**config.mk**
```make
export PLATFORM = sky130hd
export DESIGN_NAME = pipe_mem_arbiter
export DESIGN_NICKNAME = d
export VERILOG_FILES = /design/src/rtl/cpu_pkg.sv /design/src/rtl/pipe_mem_arb_timer.sv /design/src/rtl/pipe_mem_arbiter.sv
export SDC_FILE = /design/constraint.sdc
export NUM_CORES = 1
export LEC_CHECK = 0
export BUFFER_PORTS_ARGS = -buffer_cell sky130_fd_sc_hd__buf_2
export CORE_MARGIN = 1.5
export CORE_UTILIZATION = 43
export DETAILED_ROUTE_END_ITERATION = 10
export PLACE_DENSITY = 0.79
export SYNTH_ARGS = -nofsm -noshare
export SYNTH_HDL_FRONTEND = slang
export SYNTH_SLANG_ARGS = --single-unit
```
**constraint.sdc**
```tcl
create_clock -name Clk -period 2.55 [get_ports Clk]
set_input_delay 0.255 -clock Clk [delete_from_list [all_inputs] [get_ports Clk]]
set_output_delay 0.255 -clock Clk [all_outputs]
set_load 0.05 [all_outputs]
```
**src/rtl/cpu_pkg.sv**
```systemverilog
// Shared types for the pipeline memory arbiter: state and grant encodings,
// default bus widths and the grant-priority helper.
package cpu_pkg;

    localparam int AW_DEF = 32;
    localparam int DW_DEF = 32;

    typedef enum logic [1:0] {
        IDLE     = 2'b00,
        IF_BUSY  = 2'b01,
        MEM_BUSY = 2'b10,
        IF_DROP  = 2'b11
    } arb_state_e;

    typedef enum logic [1:0] {
        GNT_NONE = 2'b00,
        GNT_IF   = 2'b01,
        GNT_MEM  = 2'b10
    } gnt_e;

    // M wins unless IF has been starved for a full run; if_force implies if_req.
    function automatic gnt_e pick_grant(input logic gnt_pt, input logic m_req,
                                        input logic if_req, input logic if_force);
        if (!gnt_pt)
            return GNT_NONE;
        if (m_req && !if_force)
            return GNT_MEM;
        if (if_req)
            return GNT_IF;
        return GNT_NONE;
    endfunction

endpackage

```
**src/rtl/pipe_mem_arb_timer.sv**
```systemverilog
// Watchdog for an outstanding RAM access: counts un-acked request cycles and
// flags Expire on the TIMEOUT-th one.
module pipe_mem_arb_timer #(
    parameter int TIMEOUT = 64
) (
    input  logic Clk,
    input  logic Clrn,
    input  logic Clr,
    input  logic En,
    output logic Expire
);
    localparam int CW = $clog2(TIMEOUT + 1);

    logic [CW-1:0] cnt_q, cnt_d;

    // Clear has priority so a fresh grant always starts from zero.
    always_comb begin
        cnt_d = cnt_q;
        if (Clr)
            cnt_d = '0;
        else if (En)
            cnt_d = cnt_q + CW'(1);
    end

    // Counter register.
    always_ff @(posedge Clk or negedge Clrn) begin
        if (!Clrn)
            cnt_q <= '0;
        else
            cnt_q <= cnt_d;
    end

    // cnt_q holds the number of un-acked cycles already seen, so this cycle is the last allowed.
    assign Expire = En & (cnt_q == CW'(TIMEOUT - 1));

endmodule

```
**src/rtl/pipe_mem_arbiter.sv**
```systemverilog
// Shares one single-port RAM between instruction fetch and the M stage.
// One access in flight at a time; a new grant can be made in the ack cycle so
// accesses run back-to-back. Fetches cancelled by Flush still finish on the
// RAM side but their data is dropped.
module pipe_mem_arbiter
    import cpu_pkg::*;
#(
    parameter int AW          = AW_DEF,
    parameter int DW          = DW_DEF,
    parameter int MAX_MEM_RUN = 4,
    parameter int TIMEOUT     = 64
) (
    input  logic          Clk,
    input  logic          Clrn,
    input  logic          If_Req,
    input  logic [AW-1:0] If_Addr,
    input  logic          Mem_Rd,
    input  logic          Mem_Wr,
    input  logic [AW-1:0] Mem_Addr,
    input  logic [DW-1:0] Mem_WData,
    input  logic          Flush,
    output logic          Ram_Req,
    output logic          Ram_We,
    output logic [AW-1:0] Ram_Addr,
    output logic [DW-1:0] Ram_WData,
    input  logic [DW-1:0] Ram_RData,
    input  logic          Ram_Ack,
    output logic [DW-1:0] If_Inst,
    output logic          If_Valid,
    output logic [DW-1:0] Mem_RData,
    output logic          Mem_Done,
    output logic          Stall,
    output logic          Err
);
    localparam int RW = $clog2(MAX_MEM_RUN + 1);

    arb_state_e    state_q, state_d;
    logic [RW-1:0] run_q, run_d;
    logic          ram_req_q, ram_req_d;
    logic          ram_we_q, ram_we_d;
    logic [AW-1:0] ram_addr_q, ram_addr_d;
    logic [DW-1:0] ram_wdata_q, ram_wdata_d;
    logic [DW-1:0] if_inst_q, if_inst_d;
    logic          if_valid_q, if_valid_d;
    logic [DW-1:0] mem_rdata_q, mem_rdata_d;
    logic          mem_done_q, mem_done_d;
    logic          err_q, err_d;

    logic gnt_pt, m_req, if_force, expire, tmr_clr, tmr_en;
    gnt_e gnt;

    // Arbitration. The M stage keeps presenting its access while stalled, so
    // that access is excluded both in its own ack cycle and in the Mem_Done
    // cycle; otherwise it would be issued a second time.
    always_comb begin
        gnt_pt   = (state_q == IDLE) | Ram_Ack;
        m_req    = (Mem_Rd | Mem_Wr) & ~mem_done_q & ~((state_q == MEM_BUSY) & Ram_Ack);
        if_force = (run_q == RW'(MAX_MEM_RUN)) & If_Req;
        gnt      = pick_grant(gnt_pt, m_req, If_Req, if_force);
    end

    // Access sequencing: completion/abort of the current access, then any new grant.
    always_comb begin
        state_d     = state_q;
        run_d       = run_q;
        ram_req_d   = ram_req_q;
        ram_we_d    = ram_we_q;
        ram_addr_d  = ram_addr_q;
        ram_wdata_d = ram_wdata_q;
        if_inst_d   = if_inst_q;
        if_valid_d  = 1'b0;
        mem_rdata_d = mem_rdata_q;
        mem_done_d  = 1'b0;
        err_d       = err_q;

        if (state_q != IDLE) begin
            if (Ram_Ack) begin
                state_d   = IDLE;
                ram_req_d = 1'b0;
                if (state_q == IF_BUSY && !Flush) begin
                    if_valid_d = 1'b1;
                    if_inst_d  = Ram_RData;
                end
                if (state_q == MEM_BUSY) begin
                    mem_done_d = 1'b1;
                    if (!ram_we_q)
                        mem_rdata_d = Ram_RData;
                end
            end else if (expire) begin
                state_d   = IDLE;
                ram_req_d = 1'b0;
                err_d     = 1'b1;
            end else if (state_q == IF_BUSY && Flush) begin
                state_d = IF_DROP;
            end
        end

        case (gnt)
            GNT_MEM: begin
                state_d     = MEM_BUSY;
                ram_req_d   = 1'b1;
                ram_we_d    = Mem_Wr;
                ram_addr_d  = Mem_Addr;
                ram_wdata_d = Mem_WData;
            end
            GNT_IF: begin
                state_d    = IF_BUSY;
                ram_req_d  = 1'b1;
                ram_we_d   = 1'b0;
                ram_addr_d = If_Addr;
            end
            default: ;
        endcase

        // Run counter only moves at grant points; it measures how long IF has waited.
        if (gnt_pt) begin
            if (!If_Req || gnt == GNT_IF)
                run_d = '0;
            else if (gnt == GNT_MEM && run_q != RW'(MAX_MEM_RUN))
                run_d = run_q + RW'(1);
        end
    end

    // Timer runs while a request is outstanding and restarts on ack, grant or expiry.
    always_comb begin
        tmr_en  = ram_req_q & ~Ram_Ack;
        tmr_clr = Ram_Ack | (gnt != GNT_NONE) | expire;
    end

    pipe_mem_arb_timer #(.TIMEOUT(TIMEOUT)) u_timer (
        .Clk    (Clk),
        .Clrn   (Clrn),
        .Clr    (tmr_clr),
        .En     (tmr_en),
        .Expire (expire)
    );

    // State and registered outputs; reset abandons any access immediately.
    always_ff @(posedge Clk or negedge Clrn) begin
        if (!Clrn) begin
            state_q     <= IDLE;
            run_q       <= '0;
            ram_req_q   <= 1'b0;
            ram_we_q    <= 1'b0;
            ram_addr_q  <= '0;
            ram_wdata_q <= '0;
            if_inst_q   <= '0;
            if_valid_q  <= 1'b0;
            mem_rdata_q <= '0;
            mem_done_q  <= 1'b0;
            err_q       <= 1'b0;
        end else begin
            state_q     <= state_d;
            run_q       <= run_d;
            ram_req_q   <= ram_req_d;
            ram_we_q    <= ram_we_d;
            ram_addr_q  <= ram_addr_d;
            ram_wdata_q <= ram_wdata_d;
            if_inst_q   <= if_inst_d;
            if_valid_q  <= if_valid_d;
            mem_rdata_q <= mem_rdata_d;
            mem_done_q  <= mem_done_d;
            err_q       <= err_d;
        end
    end

    assign Ram_Req   = ram_req_q;
    assign Ram_We    = ram_we_q;
    assign Ram_Addr  = ram_addr_q;
    assign Ram_WData = ram_wdata_q;
    assign If_Inst   = if_inst_q;
    assign If_Valid  = if_valid_q;
    assign Mem_RData = mem_rdata_q;
    assign Mem_Done  = mem_done_q;
    assign Err       = err_q;
    assign Stall     = (Mem_Rd | Mem_Wr) & ~mem_done_q;

endmodule

```
==> impl_metrics.csv <==
group,metric,value,unit
status,outcome,"completed",
clock_network,clk_latency,0.42,ns
synth,synth_fp_nets,581,
clock_network,cts_max_level,4,
final_layout,area_delta_synth_final,36.80,%
setup_path,crit_required,2.85,ns
clock_network,clock_sinks,145,
routing,drt_pass1_iterations,4,
min_path,hold_depth,2,
sta,post-route-min-period,2.377,ns
final_layout,nets,855,
placement,place_congestion,0.8357,
sta,finalClockSkew,0.005541,ns
final_layout,drive_gt1_frac,0.5585,
setup_path,critPathMaxFanout,34,
setup_path,rrSetupSlack,0.17,ns
synth,synth_top_family_by_area,"multiplexers",
setup_path,reg2reg_depth,6,
final_layout,layout_commonest_cell,"buf_2",
grt,grt_pass1_vias,4531,
die,die_h,120.8,um
synth,synth_seq_cells,145,
die,initial_utilization,0.4450,
clock_network,cts_tree,"done",
routing,num_vias,4444,
sta,tns,0,ns
min_path,hp-class,"input port to register",
die,io-pin-count,269,
die,core_area,13400,sq um
final_layout,mostFrequentLayoutCells,"buf_2 (267), dfrtp_1 (145), mux2_2 (93)",
routing,drt_wl_total,14.09,mm
die,die_area,14580,sq um
setup_path,start_kind,"register",
sta,rsz0062_at_grt,"false",
placement,place_hpwl,10.46,mm
grt,grt_max_degree,68,
setup_path,worstPathArrival,2.67,ns
setup_path,rr_endpoint,"Ram_WData[11]",
synth,synthTopCellsByArea,"dfrtp_1 (61%), mux2_2 (18%), mux2i_1 (5.5%), a21oi_1 (3.0%), nor2_1 (2.8%)",
setup_path,worstSetupPathType,"register to register",
synth,syn_avg_cell_area,13.55,sq um
grt,grt_pass1_wl,22.20,mm
sta,hold_viol_final,0,
synth,synthAdderAreaFrac,0.01259,
clock_network,cts.clk_slew.worst_paths,0.06,ns
routing,drt-wirelength-per-cell,15.61,um
grt,antenna_found_initial,0,
synth,synth_top_area_cell,"dfrtp_1",
setup_path,path_cells,"nand3b_1, nand2_1, a211oi_1, ha_1, buf_4, mux2_2",
final_layout,num_antenna_cells,0,
synth,synthSimpleGateAreaFrac,0.05896,
sta,slew_viol_final,0,
routing,drt_iter0_drc,134,
synth,synth-seq-area-share,0.6085,
die,row_count,42,
setup_path,crit_slowest_cell,"dfrtp_1",
setup_path,cp-end-kind,"register",
clock_network,cts_resized,0,
sta,setup_viol,0,
grt,track_usage,0.1949,
setup_path,max_stage_delay,0.45,ns
synth,synth-xor-area-share,0.007344,
sta,tightestPinTransition,0.5120,ns
die,die_x,120.8,um
routing,drc,0,
min_path,min_to,"Ram_WData[24]",
setup_path,critical_path.reg2reg.startpoint,"state_q[1]",
placement,place.port_buffers,268,
sta,fmax,420.6,MHz
clock_network,cts_buffers,17,
routing,vias_per_cell,4.921,
synth,ys_types,41,
routing,antenna_left,0,
sta,relSlewSlack,0.6587,
synth,synthCells,440,
clock_network,clock-root-buffer,"clkbuf_16",
synth,synth_compound_area_frac,0.04742,
sta,fin_crit_sh,0.9323,
synth,synth_area,5963,sq um
synth,synth_mux_area_frac,0.2367,
job,max_cap_viol_count,0,
synth,synth_warnings,0,
synth,synth_top_area_share,0.6085,
min_path,min_from,"Mem_WData[24]",
clock_network,clk_path_buf_depth,2,
grt,grt-ovfl-total,0,
-- metal layers --
layer  track usage  share of wire  vias up
met2        0.3384           0.52      173
met4       0.06471          0.016        0
met1        0.2341           0.41     2170
met3       0.05330          0.057       23
met5             0              0        -
li1              -              -     2078
-- worst max-delay path: cells and delay by family (launching register included) --
kind            cells  cell delay, ns
compound gates      1            0.29
fa+ha+maj           1            0.32
buf+inv             1            0.41
flops               1            0.45
mux                 1            0.39
simple gates        2            0.38
-- state kept, by name, summed over array words and instances (netlist names) --
signal,count
u_timer.cnt_q,7
If_Inst,32
run_q,3
Mem_RData,32
Ram_We,1
Err,1
Ram_WData,32
state_q,2
Ram_Addr,32
Mem_Done,1
Ram_Req,1
If_Valid,1
-- metrics by stage --
stage / hold WS (ns) / instances / instance area, sq um / setup WS, ns / utilization
after detailed placement: 0.2524 / 870 / 7497 / 0.1884 / 0.5595
after CTS: 0.05096 / 903 / 8158 / 0.1769 / 0.6088
final: 0.06485 / 903 / 8158 / 0.1727 / 0.6088
after global routing: 0.05370 / 903 / 8158 / 0.02882 / 0.6088
after global placement: 0.2404 / 870 / 7497 / 0.3948 / 0.5595
after floorplan: -0.04059 / 440 / 5971 / 0.004040 / -
-- layout make-up --
type                    instances  area, sq um
clock inverters                13        207.7
flip-flops and latches        145         3628
inverters                       7        26.28
repair buffers                277         1455
clock buffers                  19        442.9
well taps                     176        220.2
multi-input cells             266         2177
fillers                      1051         5243
-- Yosys cell counts (all sizes together) --
cell / n
a21oi: 36
a32o: 1
nand2b: 2
o21ai: 5
a211oi: 1
and2: 2
o21bai: 1
a31oi: 2
mux2: 96
a211o: 1
inv: 7
nand3b: 2
xnor2: 2
a41oi: 1
and2b: 1
dfrtp: 145
mux2i: 33
nor3: 2
nor2b: 3
xor2: 3
o31ai: 1
or2: 1
nand2: 10
a21o: 1
clkbuf: 8
a21boi: 1
nand4: 1
and3: 1
nand4b: 1
buf: 14
nor2: 46
nand3: 2
ha: 6
and4: 1
-- kinds of logic after synthesis --
group | Yosys count
xor gates and xnor gates | 5
muxes | 129
DFF | 145
buffers and inverters | 29
adders and majority gates | 6
and+or+nand+nor | 75
AOI/OAI and AO/OA | 51
-- how the worst max path moves through the flow --
stage | end | start | slack [ns] | cells past startpoint
final | Ram_WData[11] | state_q[1] | 0.17 | 6
after global placement | Ram_WData[11] | run_q[0] | 0.39 | 8
after detailed placement | Ram_WData[19] | state_q[1] | 0.19 | 6
after CTS | Ram_WData[19] | state_q[1] | 0.18 | 6
after floorplan | Ram_Addr[21] | Mem_Done | 0.004 | 8
after global routing | Ram_WData[11] | state_q[1] | 0.03 | 6
-- what timing repair did --
| action | 4_1_cts | 5_1_grt |
|---|---|---|
| endpoints found under the hold margin | 53 | 0 |
| hold buffers | 1 | 0 |
| endpoints found under the setup margin | 0 | 0 |
| setup buffers | 0 | 0 |
Power is not shown: default switching activity piles up to over one toggle a cycle in this logic, so the estimate is an artifact.
